File: src/rtl/hazard_if.sv
// hazard_if: bundles the pipeline-side signals exchanged with the hazard unit.
//   master : the core pipeline (drives register ids, enables, memory status;
//            receives forward selects, stall/flush controls, mul/div done,
//            stall counter)
//   slave  : the hazard unit itself
interface hazard_if;
  logic [4:0]  Rs1D;
  logic [4:0]  Rs2D;
  logic [4:0]  Rs1E;
  logic [4:0]  Rs2E;
  logic [4:0]  RdE;
  logic [4:0]  RdM;
  logic [4:0]  RdW;
  logic        RegWriteM;
  logic        RegWriteW;
  logic [1:0]  ResultSrcE;
  logic        PCSrcE;
  logic        MulDivStartE;
  logic        MemReqM;
  logic        MemReadyM;
  logic [1:0]  ForwardAE;
  logic [1:0]  ForwardBE;
  logic        StallF;
  logic        StallD;
  logic        StallE;
  logic        StallM;
  logic        FlushD;
  logic        FlushE;
  logic        FlushM;
  logic        FlushW;
  logic        MulDivDoneE;
  logic [31:0] StallCount;

  modport master (
    output Rs1D, Rs2D, Rs1E, Rs2E, RdE, RdM, RdW, RegWriteM, RegWriteW,
           ResultSrcE, PCSrcE, MulDivStartE, MemReqM, MemReadyM,
    input  ForwardAE, ForwardBE, StallF, StallD, StallE, StallM,
           FlushD, FlushE, FlushM, FlushW, MulDivDoneE, StallCount
  );

  modport slave (
    input  Rs1D, Rs2D, Rs1E, Rs2E, RdE, RdM, RdW, RegWriteM, RegWriteW,
           ResultSrcE, PCSrcE, MulDivStartE, MemReqM, MemReadyM,
    output ForwardAE, ForwardBE, StallF, StallD, StallE, StallM,
           FlushD, FlushE, FlushM, FlushW, MulDivDoneE, StallCount
  );
endinterface

File: src/rtl/hazard_unit.sv
// hazard_unit: pipeline hazard and stall controller for the 5-stage core.
//   clk, rst_n : core clock, synchronous active-low reset
//   hif        : hazard_if slave port
//                inputs  - Decode/Execute source regs, E/M/W dest regs and
//                          write enables, load marker, branch taken,
//                          mul/div start, data-memory request/ready
//                outputs - ForwardAE/BE operand selects, per-stage stall and
//                          flush controls, mul/div done, saturating count of
//                          cycles with StallF high
// Forward/stall/flush outputs are combinational; only the mul/div sequencer
// and the stall counter hold state.
module hazard_unit #(
  parameter int MD_LATENCY = 4
) (
  input  logic     clk,
  input  logic     rst_n,
  hazard_if.slave  hif
);

  localparam int              CNT_W    = $clog2(MD_LATENCY);
  localparam logic [CNT_W-1:0] CNT_INIT = CNT_W'(MD_LATENCY - 2);
  localparam logic [CNT_W-1:0] CNT_ONE  = CNT_W'(1);
  localparam logic [CNT_W-1:0] CNT_ZERO = CNT_W'(0);

  typedef enum logic [0:0] {
    MD_IDLE = 1'b0,
    MD_BUSY = 1'b1
  } md_state_t;

  md_state_t        state_r;
  md_state_t        state_nxt_s;
  logic [CNT_W-1:0] cnt_r;
  logic [CNT_W-1:0] cnt_nxt_s;
  logic [31:0]      stall_count_r;

  logic mem_wait_s;
  logic load_use_s;
  logic md_stall_s;
  logic md_done_s;
  logic stall_f_s;
  logic stall_d_s;
  logic stall_e_s;
  logic stall_m_s;
  logic flush_d_s;
  logic flush_e_s;
  logic flush_m_s;
  logic flush_w_s;

  // Memory-stage producer wins over Writeback; x0 is never forwarded.
  function automatic logic [1:0] fwd_sel(
    input logic [4:0] rs,
    input logic       rw_m,
    input logic [4:0] rd_m,
    input logic       rw_w,
    input logic [4:0] rd_w
  );
    if (rw_m && (rd_m != 5'd0) && (rd_m == rs)) begin
      fwd_sel = 2'b10;
    end else if (rw_w && (rd_w != 5'd0) && (rd_w == rs)) begin
      fwd_sel = 2'b01;
    end else begin
      fwd_sel = 2'b00;
    end
  endfunction

  assign mem_wait_s = hif.MemReqM && !hif.MemReadyM;
  assign load_use_s = (hif.ResultSrcE == 2'b01) && (hif.RdE != 5'd0) &&
                      ((hif.RdE == hif.Rs1D) || (hif.RdE == hif.Rs2D));

  // Mul/div sequencer next-state: the whole sequence is frozen while memory waits.
  always_comb begin
    state_nxt_s = state_r;
    cnt_nxt_s   = cnt_r;
    md_stall_s  = 1'b0;
    md_done_s   = 1'b0;
    case (state_r)
      MD_IDLE: begin
        if (hif.MulDivStartE) begin
          md_stall_s  = 1'b1;
          state_nxt_s = MD_BUSY;
          cnt_nxt_s   = CNT_INIT;
        end else begin
          state_nxt_s = MD_IDLE;
        end
      end
      MD_BUSY: begin
        if (cnt_r != CNT_ZERO) begin
          md_stall_s = 1'b1;
          cnt_nxt_s  = cnt_r - CNT_ONE;
        end else begin
          md_done_s   = 1'b1;
          state_nxt_s = MD_IDLE;
        end
      end
      default: begin
        state_nxt_s = MD_IDLE;
        cnt_nxt_s   = CNT_ZERO;
      end
    endcase
    // Holding in BUSY with cnt==0 would otherwise report done twice.
    if (mem_wait_s) begin
      state_nxt_s = state_r;
      cnt_nxt_s   = cnt_r;
      md_done_s   = 1'b0;
    end else begin
      md_done_s   = md_done_s;
    end
  end

  // Prioritised stall/flush: a lower source never flushes a stage held above it.
  always_comb begin
    stall_f_s = 1'b0;
    stall_d_s = 1'b0;
    stall_e_s = 1'b0;
    stall_m_s = 1'b0;
    flush_d_s = 1'b0;
    flush_e_s = 1'b0;
    flush_m_s = 1'b0;
    flush_w_s = 1'b0;
    if (mem_wait_s) begin
      stall_f_s = 1'b1;
      stall_d_s = 1'b1;
      stall_e_s = 1'b1;
      stall_m_s = 1'b1;
      flush_w_s = 1'b1;
    end else if (md_stall_s) begin
      stall_f_s = 1'b1;
      stall_d_s = 1'b1;
      stall_e_s = 1'b1;
      flush_m_s = 1'b1;
    end else if (load_use_s) begin
      // A concurrent taken branch cannot flush Decode here: Decode is held.
      stall_f_s = 1'b1;
      stall_d_s = 1'b1;
      flush_e_s = 1'b1;
    end else if (hif.PCSrcE) begin
      flush_d_s = 1'b1;
      flush_e_s = 1'b1;
    end else begin
      stall_f_s = 1'b0;
    end
  end

  // Sequencer state and saturating stall-cycle counter.
  always_ff @(posedge clk) begin
    if (!rst_n) begin
      state_r       <= MD_IDLE;
      cnt_r         <= CNT_ZERO;
      stall_count_r <= 32'd0;
    end else begin
      state_r <= state_nxt_s;
      cnt_r   <= cnt_nxt_s;
      if (stall_f_s && (stall_count_r != 32'hFFFF_FFFF)) begin
        stall_count_r <= stall_count_r + 32'd1;
      end
    end
  end

  assign hif.ForwardAE   = fwd_sel(hif.Rs1E, hif.RegWriteM, hif.RdM, hif.RegWriteW, hif.RdW);
  assign hif.ForwardBE   = fwd_sel(hif.Rs2E, hif.RegWriteM, hif.RdM, hif.RegWriteW, hif.RdW);
  assign hif.StallF      = stall_f_s;
  assign hif.StallD      = stall_d_s;
  assign hif.StallE      = stall_e_s;
  assign hif.StallM      = stall_m_s;
  assign hif.FlushD      = flush_d_s;
  assign hif.FlushE      = flush_e_s;
  assign hif.FlushM      = flush_m_s;
  assign hif.FlushW      = flush_w_s;
  assign hif.MulDivDoneE = md_done_s;
  assign hif.StallCount  = stall_count_r;

endmodule

File: src/flat_wrapper.sv
// flat-port wrapper written by rule: the top's interface ports become plain ports
module hazard_unit_flat 
#(
  parameter int MD_LATENCY = 4
)
  (clk, rst_n, hif_Rs1D, hif_Rs2D, hif_Rs1E, hif_Rs2E, hif_RdE, hif_RdM, hif_RdW, hif_RegWriteM, hif_RegWriteW, hif_ResultSrcE, hif_PCSrcE, hif_MulDivStartE, hif_MemReqM, hif_MemReadyM, hif_ForwardAE, hif_ForwardBE, hif_StallF, hif_StallD, hif_StallE, hif_StallM, hif_FlushD, hif_FlushE, hif_FlushM, hif_FlushW, hif_MulDivDoneE, hif_StallCount);
  hazard_if hif_i ();
  input  logic clk;
  input  logic rst_n;
  input wire logic [$bits(hif_i.Rs1D)-1:0] hif_Rs1D;
  input wire logic [$bits(hif_i.Rs2D)-1:0] hif_Rs2D;
  input wire logic [$bits(hif_i.Rs1E)-1:0] hif_Rs1E;
  input wire logic [$bits(hif_i.Rs2E)-1:0] hif_Rs2E;
  input wire logic [$bits(hif_i.RdE)-1:0] hif_RdE;
  input wire logic [$bits(hif_i.RdM)-1:0] hif_RdM;
  input wire logic [$bits(hif_i.RdW)-1:0] hif_RdW;
  input wire logic [$bits(hif_i.RegWriteM)-1:0] hif_RegWriteM;
  input wire logic [$bits(hif_i.RegWriteW)-1:0] hif_RegWriteW;
  input wire logic [$bits(hif_i.ResultSrcE)-1:0] hif_ResultSrcE;
  input wire logic [$bits(hif_i.PCSrcE)-1:0] hif_PCSrcE;
  input wire logic [$bits(hif_i.MulDivStartE)-1:0] hif_MulDivStartE;
  input wire logic [$bits(hif_i.MemReqM)-1:0] hif_MemReqM;
  input wire logic [$bits(hif_i.MemReadyM)-1:0] hif_MemReadyM;
  output wire logic [$bits(hif_i.ForwardAE)-1:0] hif_ForwardAE;
  output wire logic [$bits(hif_i.ForwardBE)-1:0] hif_ForwardBE;
  output wire logic [$bits(hif_i.StallF)-1:0] hif_StallF;
  output wire logic [$bits(hif_i.StallD)-1:0] hif_StallD;
  output wire logic [$bits(hif_i.StallE)-1:0] hif_StallE;
  output wire logic [$bits(hif_i.StallM)-1:0] hif_StallM;
  output wire logic [$bits(hif_i.FlushD)-1:0] hif_FlushD;
  output wire logic [$bits(hif_i.FlushE)-1:0] hif_FlushE;
  output wire logic [$bits(hif_i.FlushM)-1:0] hif_FlushM;
  output wire logic [$bits(hif_i.FlushW)-1:0] hif_FlushW;
  output wire logic [$bits(hif_i.MulDivDoneE)-1:0] hif_MulDivDoneE;
  output wire logic [$bits(hif_i.StallCount)-1:0] hif_StallCount;
  assign hif_i.Rs1D = hif_Rs1D;
  assign hif_i.Rs2D = hif_Rs2D;
  assign hif_i.Rs1E = hif_Rs1E;
  assign hif_i.Rs2E = hif_Rs2E;
  assign hif_i.RdE = hif_RdE;
  assign hif_i.RdM = hif_RdM;
  assign hif_i.RdW = hif_RdW;
  assign hif_i.RegWriteM = hif_RegWriteM;
  assign hif_i.RegWriteW = hif_RegWriteW;
  assign hif_i.ResultSrcE = hif_ResultSrcE;
  assign hif_i.PCSrcE = hif_PCSrcE;
  assign hif_i.MulDivStartE = hif_MulDivStartE;
  assign hif_i.MemReqM = hif_MemReqM;
  assign hif_i.MemReadyM = hif_MemReadyM;
  assign hif_ForwardAE = hif_i.ForwardAE;
  assign hif_ForwardBE = hif_i.ForwardBE;
  assign hif_StallF = hif_i.StallF;
  assign hif_StallD = hif_i.StallD;
  assign hif_StallE = hif_i.StallE;
  assign hif_StallM = hif_i.StallM;
  assign hif_FlushD = hif_i.FlushD;
  assign hif_FlushE = hif_i.FlushE;
  assign hif_FlushM = hif_i.FlushM;
  assign hif_FlushW = hif_i.FlushW;
  assign hif_MulDivDoneE = hif_i.MulDivDoneE;
  assign hif_StallCount = hif_i.StallCount;
  hazard_unit #(.MD_LATENCY(MD_LATENCY)) u_core (.clk(clk), .rst_n(rst_n), .hif(hif_i));
endmodule
File: config.mk
export PLATFORM = sky130hd
export DESIGN_NAME = hazard_unit_flat
export DESIGN_NICKNAME = d
export VERILOG_FILES = /design/src/rtl/hazard_if.sv /design/src/rtl/hazard_unit.sv /design/src/flat_wrapper.sv
export SDC_FILE = /design/constraint.sdc
export NUM_CORES = 1
export LEC_CHECK = 0
export ABC_CLOCK_PERIOD_IN_PS = 2700
export BUFFER_PORTS_ARGS = -buffer_cell sky130_fd_sc_hd__clkbuf_2
export CAP_MARGIN = 20
export CORE_MARGIN = 8
export CORE_UTILIZATION = 49
export CTS_CLUSTER_DIAMETER = 150
export DETAILED_ROUTE_END_ITERATION = 10
export PLACE_DENSITY = 0.89
export SYNTH_ARGS = -nofsm -noshare
export SYNTH_HDL_FRONTEND = slang
export SYNTH_SLANG_ARGS = --single-unit
export TNS_END_PERCENT = 50
File: constraint.sdc
create_clock -name clk -period 2.7 [get_ports clk]
set_clock_uncertainty 0.05 [all_clocks]
set_input_delay 0.135 -clock clk [delete_from_list [all_inputs] [get_ports clk]]
set_output_delay 0.135 -clock clk [all_outputs]
set_load 0.02 [all_outputs]
* Word-level counts from Yosys, hierarchy flattened
Index checks and enable logic that the tools add are counted.
W data, S select, Z words.
** Operators by class
- Muxes and demuxes :: 27
- Reduce and logical (&&, ||, !) cells :: 17
- Add/sub/neg operators :: 2
- Equality and inequality tests :: 10
- Bitwise logic cells :: 2
** Operators by type and width (number)
- $add A32 B1 Y32 const B :: 1
- $ne A32 B32 Y1 const B :: 1
- $eq A5 B5 Y1 :: 6
- $mux W1 :: 21
- $reduce_bool A5 Y1 :: 3
- $logic_and A1 B1 Y1 :: 10
- $mux W2 :: 4
- $ne A2 B2 Y1 const B :: 2
- $pmux W2 S2 :: 1
- $reduce_and A3 Y1 :: 1
- $eq A2 B1 Y1 const B :: 1
- $not A1 Y1 :: 2
- $pmux W1 S2 :: 1
- $reduce_bool A2 Y1 :: 1
- $sub A2 B1 Y2 const B :: 1
- $logic_not A1 Y1 :: 1
- $logic_or A1 B1 Y1 :: 1
** Word-level totals
- Bits in registers :: 35
- Input port bits :: 45
- Output and inout port bits :: 45

* Depth between registers and ports, before layout
Gate-level depths: netlist of run 1.
- Depth after elaboration :: 7
- Gate-level depth with buffers :: 9
- Mapped depth without buffers :: 8

* Worst setup path before layout of run 1
Ideal clock, no wire load.
- Kind :: register to register
- Start point :: register u_core.stall_count_r[0] (netlist: u_core.hif.StallCount[0])
- End point :: register u_core.stall_count_r[1] (netlist: u_core.hif.StallCount[1])
- Stages on the path, launching flop included :: 10
- Required time :: 2518 ps
- Slack :: 647 ps
- Library setup time :: 132 ps
- Clock period less this slack :: 2053 ps
- Data arrival time :: 1871 ps
- Buffers on the path :: 3
- Cells stage by stage :: dfxtp_1 > ha_1 > inv_1 > nor4_2 > and3_1 > buf_2 > buf_4 > buf_4 > nand3b_1 > a21oi_1
** Between the ends
- Cells in the longest elaborated chain, start to end :: 2
- Elaborated cells between the ends (all ways) :: 3
** Ends and longest elaborated chain
- start, declared :: line hazard_unit.sv:34 : logic [31:0] stall_count_r;
- start signal, assigned :: line hazard_unit.sv:154 : stall_count_r <= stall_count_r + 32'd1;
- branches (longest 2 deep; another with $add A32 B1 Y32)
Several ways; the timed one is not identified.
A chain may end at the register's enable or synchronous reset.

* Worst setup path after layout of run 1
- Start point :: register u_core.cnt_r[0]
- End point :: output hif_StallD
** Between the ends
- Cells in the longest elaborated chain, start to end :: 5
** Ends and longest elaborated chain
- start, declared :: line hazard_unit.sv:32 : logic [CNT_W-1:0] cnt_r;
- start signal, assigned :: line hazard_unit.sv:152 : cnt_r <= cnt_nxt_s;
- $reduce_bool A2 Y1 :: line hazard_unit.sv:87 : if (cnt_r != CNT_ZERO) begin
- $mux W1 :: line hazard_unit.sv:87
- $pmux W1 S2 :: line hazard_unit.sv:76 : case (state_r)
- $mux W1 :: line hazard_unit.sv:126 : end else if (md_stall_s) begin
- $mux W1 :: line hazard_unit.sv:120 : if (mem_wait_s) begin
- end, declared :: line flat_wrapper.sv:27 : output wire logic [$bits(hif_i.StallD)-1:0] hif_StallD;
No other way between the ends.

==> impl_metrics.ini, run 1 <==
[floorplanning]
die_h_um = 85.1
start_util_pct = 50.2
die_width_um = 85.1
io_pins = 90
rows = 25
fp.coreArea_sq_mm = 0.00466
dieArea_sq_mm = 0.00724

[grt]
grt_overflow = 0
grt_usage_pct = 18.0
grt_max_degree = 48
grt_antenna_before_repair = 0
grt_pass1_vias = 2519
grt_pass1_wl_mm = 11.0

[layout]
syn_to_final_growth_pct = 24.5
nNetsFinal = 421
final_core_util_pct = 62.5
drive_gt1_share_pct = 28.8
antenna_cells = 0

[synth]
synth-edff-count = 0
synth_cell_types = 46
synth_most_common_cell = dfxtp_1
synth_cells = 288
netlist.area_leader.share_pct = 29.9
yosys_most_used_dff = dfxtp_1
syn_avg_cell_area_sq_um = 8.12
synthTopCellsByArea = dfxtp_1 30%, or4_1 7.1%, xnor2_1 6.0%, xor2_1 5.2%, a21oi_1 4.5%
ys_top_cells_by_count = 35 x dfxtp_1, 25 x nand2_1, 22 x or4_1
yosysSeqAreaShare_pct = 29.9
yosysWarningCount = 0
synthArstFlopShare_pct = 0
synth_top_area_cell = dfxtp_1
ys_seq_elements = 35
synthesis.area_sq_mm = 0.00234
synth_nets = 335

[timing]
maxSlewHeadroom_pct = 62.1
max_slew.worst_pin.slew_ns = 0.565
report.final.slew_viol_count = 0
setup_slack_ns = 0.255
post-route-period-util_pct = 90.5
setup_viol = 0
fin_crit_ns = 2.44
final_hold_viol_count = 0
rsz0062_at_grt = no
fmaxAchievable_ghz = 0.409
fin_setup_tns_ns = 0

[clock_tree]
cts_made_buffers = 5
clkTransAtPathRegs_ns = 0.07
postCtsSetupBuffers = 0
ctsHoldBuffers = 0
postCtsResizedCells = 0
clock_sinks = 35
clockBufferDepth = 2
cts_tree = built
htree_levels = 2
clk_latency_ns = 0.29
cts_root_buffer = clkbuf_8

[worst_setup_path]
crit_path_max_incr_delay_ns = 0.47
cpMostUsedCell = inv_1
crit_fanout = 47
crit_path_top_delay_cell = a211oi_1
setup.worst_path.class = reg -> out
r2r_cells = 9
start_kind = flop
critPathRequiredTime_ns = 2.52
crit_chain = inv_1, ha_1, inv_1, a211oi_1, o21a_1, buf_4, inv_2, clkbuf_2
worstSetupEndpointType = primary output
rrSetupSlack_ns = 0.50
critical_path_arrival_ns = 2.26

[routing]
firstDrtPassIters = 4
vias_per_cell = 5.93
wire_per_inst_um = 15.3
routed-via-count = 2543
wl_mm = 6.56
drc = 0
ant_nets = 0
drtIter0Drc = 143

[placed_design]
dp_hpwl_mm = 5.06
gp_congestion = 0.775
port_buffers = 89
place_ws_ns = 0.563

[run_status]
status = complete, no violations

[power_and_ir_drop]
p_per_area_mw_per_mm2 = 426
p_leak_uw = 0.00125
power.total_uw = 1240
worst_ir_drop_vdd_mv = 0.164

[hold_path]
whs_path_depth = 4
hold_path.class = in -> reg

[run]
maxCapViolations = 0
[area by class of cell]
cell class	count	area, sq um
Clock buffer	6	82.6
Clock inverter	2	35.0
Fill cell	392	1750
Inverter	9	33.8
Multi-Input combinational cell	229	1510
Sequential cell	35	701
Tap cell	54	67.6
Timing Repair Buffer	94	483
[state kept, by name, summed over array words and instances (netlist names)]
| name | count |
|---|---|
| u_core.cnt_r | 2 |
| u_core.state_r | 1 |
| u_core.hif.StallCount | 32 |
[path summary, 6_finish.rpt]
kind,startpoint,endpoint
worst max-delay path,u_core.cnt_r[0]$_SDFFE_PN0P_,hif_StallD
worst min-delay path,hif_MemReqM,u_core.state_r$_SDFFE_PN0N_
worst max register to register,u_core.cnt_r[0]$_SDFFE_PN0P_,u_core.hif.StallCount[25]$_SDFFE_PN0P_
worst min register to register,u_core.cnt_r[0]$_SDFFE_PN0P_,u_core.cnt_r[0]$_SDFFE_PN0P_
[cells by family after synthesis]
family / Yosys count / synth area share [%]
fa+ha+maj: 2 / 1.07
xor+xnor: 30 / 11.2
simple gates: 131 / 33.0
mux: 8 / 3.42
compound gates: 58 / 15.8
flops: 35 / 29.9
buf+inv: 24 / 5.51
[per-stage QoR]
step / instances / area (sq um) / hold WS, ns
2_1_floorplan: 288 / 2340 / 0.235
3_3_place_gp: 421 / 2800 / 0.414
3_5_place_dp: 421 / 2800 / 0.419
4_1_cts: 429 / 2910 / 0.147
5_1_grt: 429 / 2910 / 0.192
6_report: 429 / 2910 / 0.154
[placed cells by master, fill, tap and decap left out, types with 6 or more instances in the layout]
cell      Yosys  final
clkbuf_2      0     89
dfxtp_1      35     35
nand2_1      25     25
or4_1        22     22
nand3_1      21     21
a21oi_1      21     21
xnor2_1      16     16
xor2_1       14     14
o31ai_1      14     14
nor2_1       11     11
nand2b_1     10     10
and3_1        9      9
inv_1         8      8
nor4_1        8      8
mux2i_1       8      8
nand4_1       7      7
clkbuf_8      0      6
[report_power, final]
part | switching (uW) | leakage [uW] | internal [uW]
Combinational | 131 | 0.000908 | 86.6
Clock | 193 | 0.0000612 | 299
Sequential | 9.26 | 0.000283 | 524
Total | 333 | 0.00125 | 909
[worst max-delay path, delay by kind of cell, from the launching register on]
family / cells / cell delay, ns
AO/OA/AOI/OAI: 2 / 0.68
adder cells (fa/ha/maj): 1 / 0.17
buffers and inverters: 5 / 0.81
flip-flops: 1 / 0.31
[layer usage]
metal	up-vias	GRT usage, %	share of wire, %
li1	1255	-	-
met4	0	6.63	1.5
met2	84	32.5	51
met5	-	0	0
met1	1196	19.5	41
met3	8	4.73	5.9
(Power assumes the default switching activity.)
==> run 2: changes to the inputs <==
ABC_CLOCK_PERIOD_IN_PS = 3000   (was 2700)
CORE_UTILIZATION = 50   (was 49)
PLACE_DENSITY = 0.9   (was 0.89)
clock period = 3 ns   (was 2.7 ns; I/O delays follow)
==> run 2 against run 1 <==
  * Clock power decreased by 33%
  * Register-to-register slack improved by 0.31 ns
  * Critical path type unchanged
  * Sequential share of layout area rose by 0.43 points
  * Largest power group unchanged
  * Utilization shrank 0.69 points
  * Non-clock buffer count down 2
  * Highest routed layer unchanged
==> impl_metrics.ini, run 2 (synthesis results as in run 1) <==
[layout]
most-common-layout-cells = 89 x clkbuf_2, 35 x dfxtp_1, 25 x nand2_1
layout_commonest_cell = clkbuf_2
fin_cells = 427
drive_gt1_share_pct = 27.9
fillerInstances = 392
antenna_cells = 0
syn_to_final_growth_pct = 22.3
nNetsFinal = 419
largest_reg_flops = 32

[clock_tree]
clock_sinks = 35
clockBufferDepth = 2
ctsHoldBuffers = 0
clkTransAtPathRegs_ns = 0.07
cts_tree = built
htree_levels = 2
cts_made_buffers = 5
postCtsSetupBuffers = 0
clk_latency_ns = 0.29
postCtsResizedCells = 0
cts_root_buffer = clkbuf_8

[run_status]
status = complete, no violations

[worst_setup_path]
start_kind = flop
critPathRequiredTime_ns = 2.80
rrSetupSlack_ns = 0.81
crit_fanout = 48
worstSetupPathDepth = 8
crit_start = u_core.cnt_r[0]$_SDFFE_PN0P_
critical_path_arrival_ns = 2.23
critical_path.top_delay_family = buffers and inverters
r2r_start = u_core.hif.StallCount[0]$_SDFFE_PN0P_
cpMostUsedCell = inv_1
crit_path_max_incr_delay_ns = 0.43
r2r-end = u_core.hif.StallCount[30]$_SDFFE_PN0P_
setup.worst_path.class = reg -> out
crit_chain = inv_1, ha_1, inv_1, a211oi_1, o21a_1, buf_4, and2_1, clkbuf_2
endpoint = hif_FlushD
crit_buf_inv = 4
r2r_cells = 6
crit_path_top_delay_cell = a211oi_1
worstSetupEndpointType = primary output

[timing]
post-route-period-util_pct = 81.1
rsz0062_at_grt = no
report.final.slew_viol_count = 0
final_hold_viol_count = 0
setup_viol = 0
setup_slack_ns = 0.567
fin_setup_tns_ns = 0
max_slew.worst_pin.slew_ns = 0.775
maxSlewHeadroom_pct = 48.3
hold_ws_ns = 0.161
fin_crit_ns = 2.43
fmaxAchievable_ghz = 0.411

[power_and_ir_drop]
p_leak_uw = 0.00122
worst_ir_drop_vdd_mv = 0.147
power.total_uw = 1000
p_per_area_mw_per_mm2 = 351

[floorplanning]
start_util_pct = 50.5
dieArea_sq_mm = 0.00712
rows = 25
fp.coreArea_sq_mm = 0.00463
die_h_um = 84.4
io_pins = 90
die_width_um = 84.4

[grt]
grt_usage_pct = 18.5
grt_pass1_vias = 2582
grt_pass1_wl_mm = 11.1
grt_antenna_before_repair = 0
grt_overflow = 0
grt_max_degree = 49

[routing]
wl_met3_um = 483
top_layer = met4
wl_met1_mm = 2.47
ant_nets = 0
wl_mm = 6.48
routed-via-count = 2528
firstDrtPassIters = 4
wire_per_inst_um = 15.2
vias_per_cell = 5.92
drtIter0Drc = 113
drc = 0
wl_met2_mm = 3.33

[placed_design]
gp_congestion = 0.852
place_inst = 419
place_ws_ns = 0.909
port_buffers = 89
dp_hpwl_mm = 4.93

[hold_path]
hold_path.class = in -> reg

[run]
maxCapViolations = 0
-- run 2: cell count changes in the layout (fill, tap and decap cells not counted), sizes merged --
cell    before  now
buf          5    3
bufinv       1    0
clkbuf      95   96
-- run 2: through the flow --
stage / instance area (sq um) / util, %
after floorplan: 2340 / -
after global placement: 2780 / 60.1
after detailed placement: 2780 / 60.1
after CTS: 2860 / 61.8
after global routing: 2860 / 61.8
final: 2860 / 61.8
-- run 2: area by class of cell --
| cell class | instances | area [sq um] | share of cell area (%) |
|---|---|---|---|
| multi-input cells | 229 | 1510 | 52.8 |
| flip-flops and latches | 35 | 701 | 24.5 |
| repair buffers | 92 | 468 | 16.4 |
| clock buffers | 7 | 76.3 | 2.67 |
| well taps | 54 | 67.6 | 2.36 |
| inverters | 9 | 33.8 | 1.18 |
| clock inverters | 1 | 5.00 | 0.175 |
-- run 2: power breakdown --
| group | internal [uW] | total (uW) | switching, uW |
|---|---|---|---|
| sequential | 471 | 479 | 7.78 |
| combinational | 75.8 | 194 | 118 |
| clock | 163 | 331 | 168 |
| total | 710 | 1000 | 294 |
-- run 2: how the worst min path moves through the flow --
stage	to	slack, ns	cells past startpoint	from
global placement	u_core.cnt_r[0]$_SDFFE_PN0P_	0.41	2	u_core.cnt_r[0]$_SDFFE_PN0P_
CTS	u_core.state_r$_SDFFE_PN0N_	0.17	4	hif_MemReqM
detailed placement	u_core.cnt_r[0]$_SDFFE_PN0P_	0.42	2	u_core.cnt_r[0]$_SDFFE_PN0P_
finish	u_core.state_r$_SDFFE_PN0N_	0.16	4	hif_MemReqM
floorplan	u_core.hif.StallCount[24]$_SDFFE_PN0P_	0.25	2	rst_n
global route	u_core.state_r$_SDFFE_PN0N_	0.22	4	hif_MemReqM
-- run 2: routing by layer --
metal  up-vias  global-route usage, %
li1       1239                      -
met1      1177                   18.5
met4         0                   9.06
met3        20                   6.73
met2        92                   33.2
met5         -                      0
-- run 2: tightest hold or removal path, cell delays in order --
cell      delay [ns]
clkbuf_2        0.08
nand2b_1        0.09
o21ai_0         0.08
nor2_1          0.07
